==> src/rtl/fir_pkg.sv <==
// Shared widths, FSM encoding and default coefficients for the time-multiplexed I/Q FIR.
package fir_pkg;

  localparam int N_TAPS  = 9;
  localparam int N_UNIQ  = (N_TAPS + 1) / 2;
  localparam int DATA_W  = 8;
  localparam int COEF_W  = 8;
  localparam int ACC_W   = 21;
  localparam int OUT_W   = 4;
  localparam int OUT_LSB = 11;
  localparam int PROD_W  = DATA_W + COEF_W;
  localparam int K_W     = 4;
  localparam int CA_W    = 3;

  typedef enum logic [1:0] {IDLE, MAC_I, MAC_Q, OUTPUT} fsm_t;

  // Element 0 is the centre tap; h = {-11,-23,26,75,105,75,26,-23,-11}.
  localparam logic [N_UNIQ-1:0][COEF_W-1:0] COEF_DEFAULT =
    {8'hF5, 8'hE9, 8'h1A, 8'h4B, 8'h69};

  // Symmetric filter: tap k shares coefficient |k - centre|.
  function automatic logic [CA_W-1:0] coef_idx(input logic [K_W-1:0] k);
    logic [K_W-1:0] centre;
    centre = K_W'(N_UNIQ - 1);
    return (k >= centre) ? CA_W'(k - centre) : CA_W'(centre - k);
  endfunction

endpackage

==> src/rtl/fir_mac_unit.sv <==
// Shared signed multiplier feeding a single accumulator; exposes only the output bit slice
// of both the running accumulator and the sum that will be written at the next edge.
module fir_mac_unit
  import fir_pkg::*;
(
  input  logic                     clk,
  input  logic                     rst,
  input  logic                     clr,
  input  logic                     en,
  input  logic signed [DATA_W-1:0] a,
  input  logic signed [COEF_W-1:0] b,
  output logic [OUT_W-1:0]         acc_slice,
  output logic [OUT_W-1:0]         sum_slice
);

  logic signed [PROD_W-1:0] prod;
  logic signed [ACC_W-1:0]  prod_ext;
  logic signed [ACC_W-1:0]  acc;
  logic signed [ACC_W-1:0]  sum;

  assign prod      = a * b;
  assign prod_ext  = {{(ACC_W-PROD_W){prod[PROD_W-1]}}, prod};
  assign sum       = acc + prod_ext;
  // Plain truncation of the slice: floor toward -inf, wraps on overflow.
  assign acc_slice = acc[OUT_LSB+OUT_W-1:OUT_LSB];
  assign sum_slice = sum[OUT_LSB+OUT_W-1:OUT_LSB];

  // Accumulator: clear wins over accumulate so a tap group can restart in the same cycle.
  always_ff @(posedge clk) begin
    if (rst || clr) acc <= '0;
    else if (en)    acc <= sum;
  end

endmodule

==> src/rtl/fir_tap_scheduler.sv <==
// Time-multiplexed 9-tap symmetric I/Q FIR: one MAC walks 9 I taps then 9 Q taps per sample.
// A sample accepted in cycle T produces a one-cycle ready pulse in cycle T+20.
module fir_tap_scheduler
  import fir_pkg::*;
(
  input  logic              i_clk,
  input  logic              i_rst,
  input  logic              i_sample_ready,
  input  logic [DATA_W-1:0] i_I_prefilter,
  input  logic [DATA_W-1:0] i_Q_prefilter,
  input  logic              i_coef_we,
  input  logic [CA_W-1:0]   i_coef_addr,
  input  logic [COEF_W-1:0] i_coef_data,
  output logic [OUT_W-1:0]  o_I_postfilter,
  output logic [OUT_W-1:0]  o_Q_postfilter,
  output logic              o_postfilter_ready,
  output logic              o_busy,
  output logic              o_overrun
);

  fsm_t                             state;
  logic [K_W-1:0]                   k;
  logic [N_TAPS-1:0][DATA_W-1:0]    x_i;
  logic [N_TAPS-1:0][DATA_W-1:0]    x_q;
  logic [N_UNIQ-1:0][COEF_W-1:0]    coef;
  logic [OUT_W-1:0]                 hold_i;

  logic              last;
  logic              mac_en;
  logic              mac_clr;
  logic [DATA_W-1:0] mac_a;
  logic [COEF_W-1:0] mac_b;
  logic [OUT_W-1:0]  acc_slice;
  logic [OUT_W-1:0]  sum_slice;

  assign last    = (k == K_W'(N_TAPS - 1));
  assign mac_en  = (state == MAC_I) || (state == MAC_Q);
  // Clear on sample accept, and between the I and Q passes.
  assign mac_clr = ((state == IDLE) && i_sample_ready) || ((state == MAC_I) && last);
  assign mac_a   = (state == MAC_Q) ? x_q[k] : x_i[k];
  assign mac_b   = coef[coef_idx(k)];

  fir_mac_unit u_mac (
    .clk       (i_clk),
    .rst       (i_rst),
    .clr       (mac_clr),
    .en        (mac_en),
    .a         (mac_a),
    .b         (mac_b),
    .acc_slice (acc_slice),
    .sum_slice (sum_slice)
  );

  // Coefficient bank: writes land only while idle and only to the 5 real registers.
  always_ff @(posedge i_clk) begin
    if (i_rst) begin
      coef <= COEF_DEFAULT;
    end else if (i_coef_we && !o_busy) begin
      for (int j = 0; j < N_UNIQ; j++)
        if (i_coef_addr == CA_W'(j)) coef[j] <= i_coef_data;
    end
  end

  // Sequencer: sample intake, tap walk, output registers and status pulses.
  always_ff @(posedge i_clk) begin
    if (i_rst) begin
      state              <= IDLE;
      k                  <= '0;
      x_i                <= '0;
      x_q                <= '0;
      hold_i             <= '0;
      o_I_postfilter     <= '0;
      o_Q_postfilter     <= '0;
      o_postfilter_ready <= 1'b0;
      o_busy             <= 1'b0;
      o_overrun          <= 1'b0;
    end else begin
      o_postfilter_ready <= 1'b0;
      // A sample arriving mid-computation is dropped and flagged; nothing else reacts.
      o_overrun          <= i_sample_ready && o_busy;
      case (state)
        IDLE: begin
          if (i_sample_ready) begin
            x_i    <= {x_i[N_TAPS-2:0], i_I_prefilter};
            x_q    <= {x_q[N_TAPS-2:0], i_Q_prefilter};
            k      <= '0;
            state  <= MAC_I;
            o_busy <= 1'b1;
          end
        end
        MAC_I: begin
          if (last) begin
            // Final I sum is only on the adder output this cycle; capture its slice now.
            hold_i <= sum_slice;
            k      <= '0;
            state  <= MAC_Q;
          end else begin
            k <= k + K_W'(1);
          end
        end
        MAC_Q: begin
          if (last) begin
            k     <= '0;
            state <= OUTPUT;
          end else begin
            k <= k + K_W'(1);
          end
        end
        OUTPUT: begin
          o_I_postfilter     <= hold_i;
          o_Q_postfilter     <= acc_slice;
          o_postfilter_ready <= 1'b1;
          o_busy             <= 1'b0;
          state              <= IDLE;
        end
        default: begin
          state  <= IDLE;
          o_busy <= 1'b0;
        end
      endcase
    end
  end

endmodule

==> config.mk <==
export PLATFORM = sky130hd
export DESIGN_NAME = fir_tap_scheduler
export DESIGN_NICKNAME = d
export VERILOG_FILES = /design/src/rtl/fir_pkg.sv /design/src/rtl/fir_mac_unit.sv /design/src/rtl/fir_tap_scheduler.sv
export SDC_FILE = /design/constraint.sdc
export NUM_CORES = 1
export LEC_CHECK = 0
export ABC_AREA = 0
export BUFFER_PORTS_ARGS = -buffer_cell sky130_fd_sc_hd__buf_2
export CAP_MARGIN = 20
export CORE_MARGIN = 2
export CORE_UTILIZATION = 65
export CTS_BUF_LIST = sky130_fd_sc_hd__clkbuf_8
export CTS_CLUSTER_DIAMETER = 50
export CTS_CLUSTER_SIZE = 25
export DETAILED_ROUTE_END_ITERATION = 10
export GPL_TIMING_DRIVEN = 0
export PLACE_DENSITY = 0.83
export REMOVE_ABC_BUFFERS = 1
export SYNTH_ARGS = -nofsm -noshare
export SYNTH_HDL_FRONTEND = slang
export SYNTH_SLANG_ARGS = --single-unit
==> constraint.sdc <==
create_clock -name i_clk -period 9.55 [get_ports i_clk]
set_clock_uncertainty 0.15 [all_clocks]
set_input_delay 1.91 -clock i_clk [delete_from_list [all_inputs] [get_ports i_clk]]
set_output_delay 1.91 -clock i_clk [all_outputs]
set_load 0.005 [all_outputs]
==> out/results.txt, run 1 <==
Mapped Area -> 12100 µm²
worst min path class -> reg -> reg
CTS buffer count -> 24
Vias/cell -> 5.88
H-tree Lvls -> 1
final-report hold violation count -> 0
Synth Register Bits -> 220
cells after synthesis -> 1392
core area -> 18100 µm²
Register Area -> 4410 µm²
critical path class -> reg -> reg
Slew headroom -> 0.270
CTS Sinks -> 220
outcome -> completed
Yosys warning count -> 0
First-pass DRT Iterations -> 5
CTS Hold Bufs -> 0
min Tclk post-route -> 8.74 ns
HP Start -> x_q[26]$_SDFFE_PP0P_
initial antenna violation count -> 0
Tcrit/Tclk final -> 0.915
Max Clk Rate -> 0.114 GHz
CP max FO -> 32
first-pass GRT wire length -> 42.8 mm
Fill cells -> 1395
total track usage -> 0.259
Final Max Tran Viols -> 0
IO Port Bufs -> 41
routability cong. -> 0.855
commonest non-fill, non-tap cells in the layout -> nand2_1 (349), dfxtp_1 (218), a21oi_1 (178), inv_1 (83), nor2_1 (82)
fraction of registers with async set/reset -> 0
Layout area overhead -> 7.66%
Tightest Pin Transition -> 1.10 ns
RSZ-0062 raised after global routing -> no
critical path arrival -> 9.04 ns
# setup viols final -> 0
die area -> 19700 µm²
GR Overflow Total -> 0
Worst-path clk slew -> 0.12 ns
ant diodes -> 0
largest net degree at the start of global routing -> 118
Post-CTS Repair Setup Buffers -> 0
R2R Path Start -> k[0]$_SDFFE_PP0P_
via count -> 9566
CP Capture Type -> register
I/O pin total -> 42
# rows -> 49
Final #Nets -> 1518
EDFF count, synth -> 0
die extent in y -> 140 µm
Die Span X -> 140 µm
Fin Setup TNS -> 0 ns
vias in the first global route -> 9172
Clk Latency, worst-skew pair -> 0.59 ns
area of the multi-input gates -> 7010 µm²
max cap viols -> 0
clk root buf -> clkbuf_8
Clock Tree Buf Depth -> 3
dpl hpwl -> 16.6 mm
Hold WS -> 0.303 ns
TritonCTS clock tree -> yes
post-route DRC violation count -> 0
share of layout cells above drive strength 1 -> 0.101
crit path launch type -> register
Initial Utilization -> 0.668
CTS resizes -> 0
distinct cell type count after synthesis -> 58
DRT iter0 DRCs -> 795
fin util -> 0.719
Top FF cell, synth -> dfxtp_1
commonest non-fill, non-tap cell in the layout -> nand2_1
worst endpoint required time -> 9.85 ns
Seq/Total Area, Yosys -> 0.365
Routed WL per cell -> 15.7 µm
total routed wirelength -> 25.5 mm
remaining antenna violation count -> 0
CP startpoint -> k[0]$_SDFFE_PP0P_
Avg Cell Area, Syn -> 8.68 µm²
[registers in the layout (all words and copies together) (netlist names)]
signal,cells
o_postfilter_ready,1
hold_i,4
o_overrun,1
x_q,72
k,4
state,2
u_mac.acc,15
x_i,72
o_Q_postfilter,4
o_busy,1
o_I_postfilter,4
coef,40
[Yosys cell counts, drive strengths merged, types with 2 or more instances]
| cell | count | area, µm² |
|---|---|---|
| nor2 | 82 | 308 |
| or2 | 2 | 12.5 |
| mux2i | 45 | 463 |
| inv | 83 | 312 |
| nor4 | 4 | 31.3 |
| xor2 | 2 | 17.5 |
| o22ai | 9 | 56.3 |
| or2b | 2 | 15.0 |
| a22oi | 3 | 22.5 |
| nand2b | 9 | 56.3 |
| nand2 | 350 | 1310 |
| a221o | 7 | 70.1 |
| a211o | 17 | 149 |
| nor3 | 39 | 195 |
| or3 | 8 | 50.1 |
| buf | 21 | 121 |
| o21ai | 15 | 75.1 |
| a21oi | 179 | 900 |
| xnor2 | 17 | 149 |
| mux4 | 32 | 721 |
| a31oi | 3 | 18.8 |
| o21a | 2 | 16.3 |
| a32oi | 3 | 60.1 |
| fa | 66 | 1320 |
| and3 | 5 | 31.3 |
| a211oi | 6 | 45.0 |
| nand3 | 22 | 110 |
| dfxtp | 220 | 4400 |
| and2 | 4 | 25.0 |
| a21o | 2 | 15.0 |
| nor3b | 2 | 20.0 |
| clkbuf | 64 | 240 |
| nor2b | 7 | 43.8 |
| o21bai | 3 | 26.3 |
| nand3b | 6 | 45.0 |
| ha | 40 | 500 |
[kinds of logic (layout without fill, tap and decap cells)]
logic type	count (synthesis)	count (layout)	synth area share
AND/OR/NAND/NOR	546	546	0.191
AO/OA/AOI/OAI	255	255	0.125
flip-flops	220	220	0.365
buffers and inverters	168	175	0.0557
adder cells (fa/ha/maj)	106	106	0.151
multiplexers	78	78	0.0992
XOR/XNOR	19	19	0.0138
[through the flow]
| step | instance area [µm²] | cells | setup slack, ns |
|---|---|---|---|
| after floorplan | 11700 | 1307 | 0.494 |
| after global placement | 12200 | 1577 | -1.43 |
| after detailed placement | 12400 | 1583 | 0.951 |
| after CTS | 13000 | 1627 | 0.823 |
| after global routing | 13000 | 1628 | 0.199 |
| final | 13000 | 1628 | 0.810 |
[per-layer routing]
| layer | track usage | part of all wire |
|---|---|---|
| met5 | 0 | 0 |
| met3 | 0.0438 | 0.052 |
| met1 | 0.347 | 0.44 |
| met4 | 0.0813 | 0.027 |
| met2 | 0.435 | 0.48 |
[critical path: stages (launching register included)]
cell and delay (ns):
dfxtp_4 0.71, inv_1 0.15, ha_1 0.34, nor3b_2 0.19
nor2_1 0.85, mux2i_1 0.22, nor2_1 0.15, a31oi_1 0.06
o22ai_1 0.59, and2_1 0.53, inv_1 0.13, fa_1 0.54
inv_1 0.05, fa_1 0.52, fa_1 0.44, fa_1 0.57
fa_1 0.42, ha_1 0.25, a211oi_1 0.35, o21bai_1 0.15
a31oi_1 0.29, o21ai_0 0.26, nand2b_1 0.16, nor3_1 0.05
a2111oi_1 0.34, o21ai_1 0.11
[area by class of cell]
class	count	share of cell area
multi-input cells	1004	0.539
clock buffers	24	0.0254
clock inverters	20	0.0231
well taps	229	0.0220
repair buffers	48	0.0272
inverters	83	0.0240
flip-flops and latches	220	0.339
[path summary, 6_finish.rpt]
| kind | endpoint | slack [ns] | cells after the start |
|---|---|---|---|
| max reg2reg | u_mac.acc[14]$_SDFFE_PP0P_ | 0.81 | 25 |
| min | x_q[34]$_SDFFE_PP0P_ | 0.30 | 2 |
| max | u_mac.acc[14]$_SDFFE_PP0P_ | 0.81 | 25 |
| min reg2reg | x_q[34]$_SDFFE_PP0P_ | 0.30 | 2 |
Power of run 1 is left out: the tool's default activity adds up to more than one toggle a clock period on the data nets, which glitch-free logic cannot reach.
==> run 2: changes to the inputs <==
MAX_ROUTING_LAYER = met4   (was default)
==> run 2 against run 1 <==
Effect of this change: sequential share of layout area unchanged; clock-buffer cell count is the same; hold slack got worse by 0.0060 ns; die area unchanged; routed wire length about the same; via count grew 0.13%; non-clock buffer count unchanged; critical path type unchanged; largest cell class unchanged.
==> out/results.txt, run 2 (synthesized netlist as in run 1, its figures left out) <==
outcome -> completed (unchanged)
crit path launch type -> register (unchanged)
vias in the first global route -> 9150 (was 9172)
Final Max Tran Viols -> 0 (unchanged)
Clock Tree Buf Depth -> 3 (unchanged)
CTS resizes -> 0 (unchanged)
GR Overflow Total -> 0 (unchanged)
critical path arrival -> 9.02 ns (was 9.04 ns)
Max Clk Rate -> 0.115 GHz (was 0.114 GHz)
IO Port Bufs -> 41 (unchanged)
First-pass DRT Iterations -> 5 (unchanged)
core area -> 18100 µm² (unchanged)
CP most frequent cell -> fa_1 (unchanged)
CTS buffer count -> 24 (unchanged)
final instance area -> 13000 µm² (unchanged)
Register Area -> 4410 µm² (unchanged)
Tightest Pin Transition -> 1.12 ns (was 1.10 ns)
I/O pin total -> 42 (unchanged)
crit-path leading delay family -> adder cells (unchanged)
CTS Hold Bufs -> 0 (unchanged)
ant diodes -> 0 (unchanged)
largest net degree at the start of global routing -> 118 (unchanged)
Fill cells -> 1395 (unchanged)
total track usage -> 0.268 (was 0.259)
routability cong. -> 0.869 (was 0.855)
share of layout cells above drive strength 1 -> 0.101 (unchanged)
worst min path class -> reg -> reg (unchanged)
CP max stage delay -> 0.84 ns (was 0.85 ns)
initial antenna violation count -> 0 (unchanged)
first-pass GRT wire length -> 42.8 mm (about the same)
H-tree Lvls -> 1 (unchanged)
Worst-path clk slew -> 0.13 ns (was 0.12 ns)
Critical-path top delay cell -> nor2_1 (unchanged)
Tcrit/Tclk final -> 0.913 (was 0.915)
final-report hold violation count -> 0 (unchanged)
worst endpoint required time -> 9.85 ns (about the same)
Routed WL per cell -> 15.6 µm (was 15.7 µm)
commonest non-fill, non-tap cells in the layout -> nand2_1 (349), dfxtp_1 (218), a21oi_1 (178), inv_1 (83), nor2_1 (82) (unchanged)
Clk Latency, worst-skew pair -> 0.59 ns (about the same)
Vias/cell -> 5.88 (about the same)
max cap viols -> 0 (unchanged)
Die Span X -> 140 µm (unchanged)
Final #Nets -> 1518 (unchanged)
die extent in y -> 140 µm (unchanged)
CTS Sinks -> 220 (unchanged)
# setup viols final -> 0 (unchanged)
die area -> 19700 µm² (unchanged)
Fin Setup TNS -> 0 ns (unchanged)
TritonCTS clock tree -> yes (unchanged)
# rows -> 49 (unchanged)
Largest regs -> x_i (72), x_q (72), coef (40) (unchanged)
remaining antenna violation count -> 0 (unchanged)
CP Capture Type -> register (unchanged)
Initial Utilization -> 0.668 (unchanged)
Layout area overhead -> 7.66% (unchanged)
Slew headroom -> 0.256 (was 0.270)
Placement Cell Area -> 12400 µm² (unchanged)
commonest non-fill, non-tap cell in the layout -> nand2_1 (unchanged)
critical path class -> reg -> reg (unchanged)
Post-CTS Repair Setup Buffers -> 0 (unchanged)
crit path buf inv count -> 3 (unchanged)
CP max FO -> 32 (unchanged)
RSZ-0062 raised after global routing -> no (unchanged)
min Tclk post-route -> 8.72 ns (was 8.74 ns)
via count -> 9578 (was 9566)
dpl hpwl -> 16.6 mm (unchanged)
DRT iter0 DRCs -> 768 (was 795)
clk root buf -> clkbuf_8 (unchanged)
setup slack, reg-to-reg -> 0.83 ns (was 0.81 ns)
area of the multi-input gates -> 7010 µm² (unchanged)
total routed wirelength -> 25.5 mm (about the same)
post-route DRC violation count -> 0 (unchanged)
[run 2: worst reg2reg max path: cells and delay by family (launching register included)]
family	cells	cell delay, ns
and+or+nand+nor	6	1.92
AOI/OAI and AO/OA	8	2.17
muxes	1	0.22
DFF	1	0.71
adders and majority gates	7	3.08
buffers and inverters	3	0.33
[run 2: final cells by class]
cell class	count	area share
timing repair buffer	48	0.0272
clock inverter	20	0.0231
multi-input combinational	1004	0.539
sequential	220	0.339
tap	229	0.0220
clock buffer	24	0.0254
inverter	83	0.0240
[run 2: metrics by stage]
stage | setup WS (ns) | utilization | hold WS (ns) | cells
after floorplan | 0.494 | - | 0.280 | 1307
after global placement | -1.43 | 0.675 | 0.291 | 1577
after detailed placement | 0.951 | 0.684 | 0.297 | 1583
after CTS | 0.823 | 0.719 | 0.309 | 1627
after global routing | 0.199 | 0.719 | 0.324 | 1628
final | 0.828 | 0.719 | 0.297 | 1628
[run 2: path summary, 6_finish.rpt]
path / from / endpoint / cells past startpoint
setup / recovery: k[0]$_SDFFE_PP0P_ / u_mac.acc[14]$_SDFFE_PP0P_ / 25
hold / removal: x_q[26]$_SDFFE_PP0P_ / x_q[34]$_SDFFE_PP0P_ / 2
setup reg to reg: k[0]$_SDFFE_PP0P_ / u_mac.acc[14]$_SDFFE_PP0P_ / 25
hold reg to reg: x_q[26]$_SDFFE_PP0P_ / x_q[34]$_SDFFE_PP0P_ / 2
[run 2: metal layers]
| layer | track usage | wire [µm] | vias to the layer above |
|---|---|---|---|
| met2 | 0.433 | 12400 | 265 |
| met4 | 0.0813 | 599 | 0 |
| met5 | - | 0 | - |
| met3 | 0.0438 | 1370 | 48 |
| met1 | 0.351 | 11100 | 4633 |
| li1 | - | - | 4632 |
Power of run 2 is left out for the same reason.
==> run 3: changes to the inputs <==
SYNTH_HIERARCHICAL = 1   (was default)
==> run 3 against run 2 <==
Effect of this change: critical endpoint is now u_mac/acc[14]$_SDFFE_PP0P_; synthesized cell count rose by 2.9%; area after synthesis rose by 1.9%; core utilization decreased by 2.2 points; largest cell class unchanged; final cell count increased by 1.7%; first-iteration DRC count shrank 12%; non-clock buffer count is 1 lower; cell area barely moved.
==> out/results.txt, run 3 <==
Max Clk Rate -> 0.125 GHz (was 0.115 GHz)
largest net degree at the start of global routing -> 126 (was 118)
IO Port Bufs -> 41 (unchanged)
Avg Cell Area, Syn -> 8.59 µm² (was 8.68 µm²)
R2R Path Start -> k[0]$_SDFFE_PP0P_ (unchanged)
Tcrit/Tclk final -> 0.835 (was 0.913)
critical path arrival -> 8.31 ns (was 9.02 ns)
clk root buf -> clkbuf_8 (unchanged)
outcome -> completed (unchanged)
Largest regs -> x_i (72), x_q (72), coef (40) (unchanged)
vias in the first global route -> 9308 (was 9150)
Synth Area in Compound Gates -> 0.132 (was 0.125)
Slew headroom -> 0.238 (was 0.256)
final-report hold violation count -> 0 (unchanged)
core area -> 18600 µm² (was 18100 µm²)
Tightest Pin Transition -> 1.14 ns (was 1.12 ns)
CTS Sinks -> 220 (unchanged)
Die Span X -> 142 µm (was 140 µm)
share of layout cells above drive strength 1 -> 0.0873 (was 0.101)
die extent in y -> 142 µm (was 140 µm)
R2R cell count -> 20 (was 25)
fin util -> 0.697 (was 0.719)
CTS Hold Bufs -> 0 (unchanged)
CP Capture Type -> register (unchanged)
area share of the largest cell type after synthesis -> 0.358 (was 0.365)
Final #Nets -> 1540 (was 1518)
CTS buffer count -> 23 (was 24)
dpl hpwl -> 16.8 mm (was 16.6 mm)
# setup viols final -> 0 (unchanged)
Routed WL per cell -> 15.6 µm (about the same)
Synth area leader -> dfxtp_1 (unchanged)
total routed wirelength -> 25.8 mm (was 25.5 mm)
Fill cells -> 1458 (was 1395)
Yosys warning count -> 6 (was 0)
adder-cell area share of the yosys netlist -> 0.148 (was 0.151)
worst hold endpoint -> x_q[8]$_SDFFE_PP0P_ (was x_q[34]$_SDFFE_PP0P_)
setup slack, reg-to-reg -> 1.58 ns (was 0.83 ns)
Hold WS -> 0.305 ns (was 0.297 ns)
Final Max Tran Viols -> 0 (unchanged)
cells after synthesis -> 1432 (was 1392)
H-tree Lvls -> 1 (unchanged)
XOR/XNOR Fraction of Synth Area -> 0.0142 (was 0.0138)
remaining antenna violation count -> 0 (unchanged)
most frequent cell after synthesis -> nand2_1 (unchanged)
Clock Tree Buf Depth -> 3 (unchanged)
initial antenna violation count -> 1 (was 0)
critical path class -> reg -> reg (unchanged)
total track usage -> 0.272 (was 0.268)
EDFF count, synth -> 0 (unchanged)
RSZ-0062 raised after global routing -> no (unchanged)
Seq/Total Area, Yosys -> 0.358 (was 0.365)
Simple-Gate Fraction of Synth Area -> 0.178 (was 0.191)
worst min path class -> reg -> reg (unchanged)
Hold Path Depth -> 2 (unchanged)
commonest non-fill, non-tap cell in the layout -> nand2_1 (unchanged)
Vias/cell -> 5.76 (was 5.88)
Worst-path clk slew -> 0.10 ns (was 0.13 ns)
fraction of registers with async set/reset -> 0 (unchanged)
die area -> 20000 µm² (was 19700 µm²)
CTS resizes -> 0 (unchanged)
HP Start -> x_q[0]$_SDFFE_PP0P_ (was x_q[26]$_SDFFE_PP0P_)
CP max FO -> 21 (was 32)
Clk Latency, worst-skew pair -> 0.58 ns (was 0.59 ns)
Mapped Area -> 12300 µm² (was 12100 µm²)
# rows -> 50 (was 49)
RR Endpoint -> u_mac/acc[14]$_SDFFE_PP0P_ (was u_mac.acc[14]$_SDFFE_PP0P_)
mux share of post-synthesis cell area -> 0.100 (was 0.0992)
post-route DRC violation count -> 0 (unchanged)
first-pass GRT wire length -> 43.8 mm (was 42.8 mm)
max cap viols -> 0 (unchanged)
Layout area overhead -> 5.58% (was 7.66%)
routability cong. -> 0.815 (was 0.869)
worst endpoint required time -> 9.89 ns (was 9.85 ns)
I/O pin total -> 42 (unchanged)
Initial Utilization -> 0.660 (was 0.668)
min Tclk post-route -> 7.97 ns (was 8.72 ns)
via count -> 9534 (was 9578)
Post-CTS Repair Setup Buffers -> 0 (unchanged)
most instantiated cells after synthesis -> nand2_1 (352), dfxtp_1 (220), a21oi_1 (167) (was nand2_1 (350), dfxtp_1 (220), a21oi_1 (178))
Synth Register Bits -> 220 (unchanged)
top cells by area, synth -> dfxtp_1 (36%), fa_1 (11%), nand2_1 (11%), mux2i_1 (7.0%), a21oi_1 (6.8%) (was dfxtp_1 (36%), fa_1 (11%), nand2_1 (11%), a21oi_1 (7.4%), mux4_2 (6.0%))
First-pass DRT Iterations -> 5 (unchanged)
GR Overflow Total -> 0 (unchanged)
crit path launch type -> register (unchanged)
Top FF cell, synth -> dfxtp_1 (unchanged)
DRT iter0 DRCs -> 674 (was 768)
commonest non-fill, non-tap cells in the layout -> nand2_1 (351), dfxtp_1 (218), a21oi_1 (167), inv_1 (98), mux2i_1 (86) (was nand2_1 (349), dfxtp_1 (218), a21oi_1 (178), inv_1 (83), nor2_1 (82))
distinct cell type count after synthesis -> 54 (was 58)
TritonCTS clock tree -> yes (unchanged)
combinational family with the most area after synthesis -> simple AND/OR/NAND/NOR gates (unchanged)
[run 3: changes by cell type after synthesis, sizes merged, moves of 13 or more]
cell,before,now
mux2i,45,87
nor3,39,14
and2,4,25
buf,21,40
mux4,32,16
inv,83,96
[run 3: logic make-up (layout without fill, tap and decap cells)]
logic type	count (synthesis)	in the layout
xor gates and xnor gates	20	20
and+or+nand+nor	517	517
buffers and inverters	197	185
adders and majority gates	106	106
other	0	1
muxes	103	103
DFF	220	220
AOI/OAI and AO/OA	269	269
[run 3: worst max path at each step]
stage	startpoint	endpoint	slack [ns]	depth (start not counted)
floorplan	k[1]$_SDFFE_PP0P_	u_mac/acc[14]$_SDFFE_PP0P_	1.42	22
CTS	k[0]$_SDFFE_PP0P_	u_mac/acc[14]$_SDFFE_PP0P_	1.68	20
detailed placement	k[0]$_SDFFE_PP0P_	u_mac/acc[14]$_SDFFE_PP0P_	1.71	20
global route	k[1]$_SDFFE_PP0P_	hold_i[3]$_SDFFE_PP0P_	1.06	22
global placement	k[1]$_SDFFE_PP0P_	hold_i[3]$_SDFFE_PP0P_	-0.27	22
finish	k[0]$_SDFFE_PP0P_	u_mac/acc[14]$_SDFFE_PP0P_	1.58	20
[run 3: cell type report]
type	count	area, µm²	area share
Inverter	96	360	0.0277
Antenna cell	1	2.50	0.000193
Timing Repair Buffer	47	334	0.0257
Multi-Input combinational cell	1015	7060	0.543
Clock inverter	16	174	0.0134
Sequential cell	220	4410	0.339
Clock buffer	26	358	0.0275
Tap cell	234	293	0.0225
[run 3: per-stage QoR]
step | std cells | setup TNS [ns] | setup WS (ns) | cell area (µm²)
floorplan | 1331 | 0 | 1.42 | 11800
global placement | 1606 | -0.862 | -0.271 | 12300
detailed placement | 1612 | 0 | 1.71 | 12500
CTS | 1654 | 0 | 1.68 | 13000
global route | 1655 | 0 | 1.06 | 13000
finish | 1655 | 0 | 1.58 | 13000
[run 3: layer usage]
layer / global-route usage / share of wire / wire, µm / up-vias
li1: - / - / - / 4657
met1: 0.356 / 0.45 / 11500 / 4622
met2: 0.447 / 0.49 / 12600 / 204
met3: 0.0310 / 0.039 / 1010 / 51
met4: 0.0884 / 0.026 / 659 / 0
met5: - / 0 / 0 / -
[run 3: worst max-delay path, cell delays in order (launching register included)]
cell and delay (ns):
dfxtp_2 0.81, or3b_1 0.59, o22ai_1 0.30, o22ai_1 0.13, a211oi_1 0.95, and2_1 0.55
inv_1 0.12, fa_1 0.51, inv_1 0.05, fa_1 0.52, fa_1 0.45, fa_1 0.58
fa_1 0.42, ha_1 0.26, a211oi_1 0.26, nor2_1 0.12, nor4_1 0.43, o31ai_1 0.18
xnor2_1 0.25, mux2i_1 0.11, nor2_1 0.14
Power of run 3 is left out for the same reason.
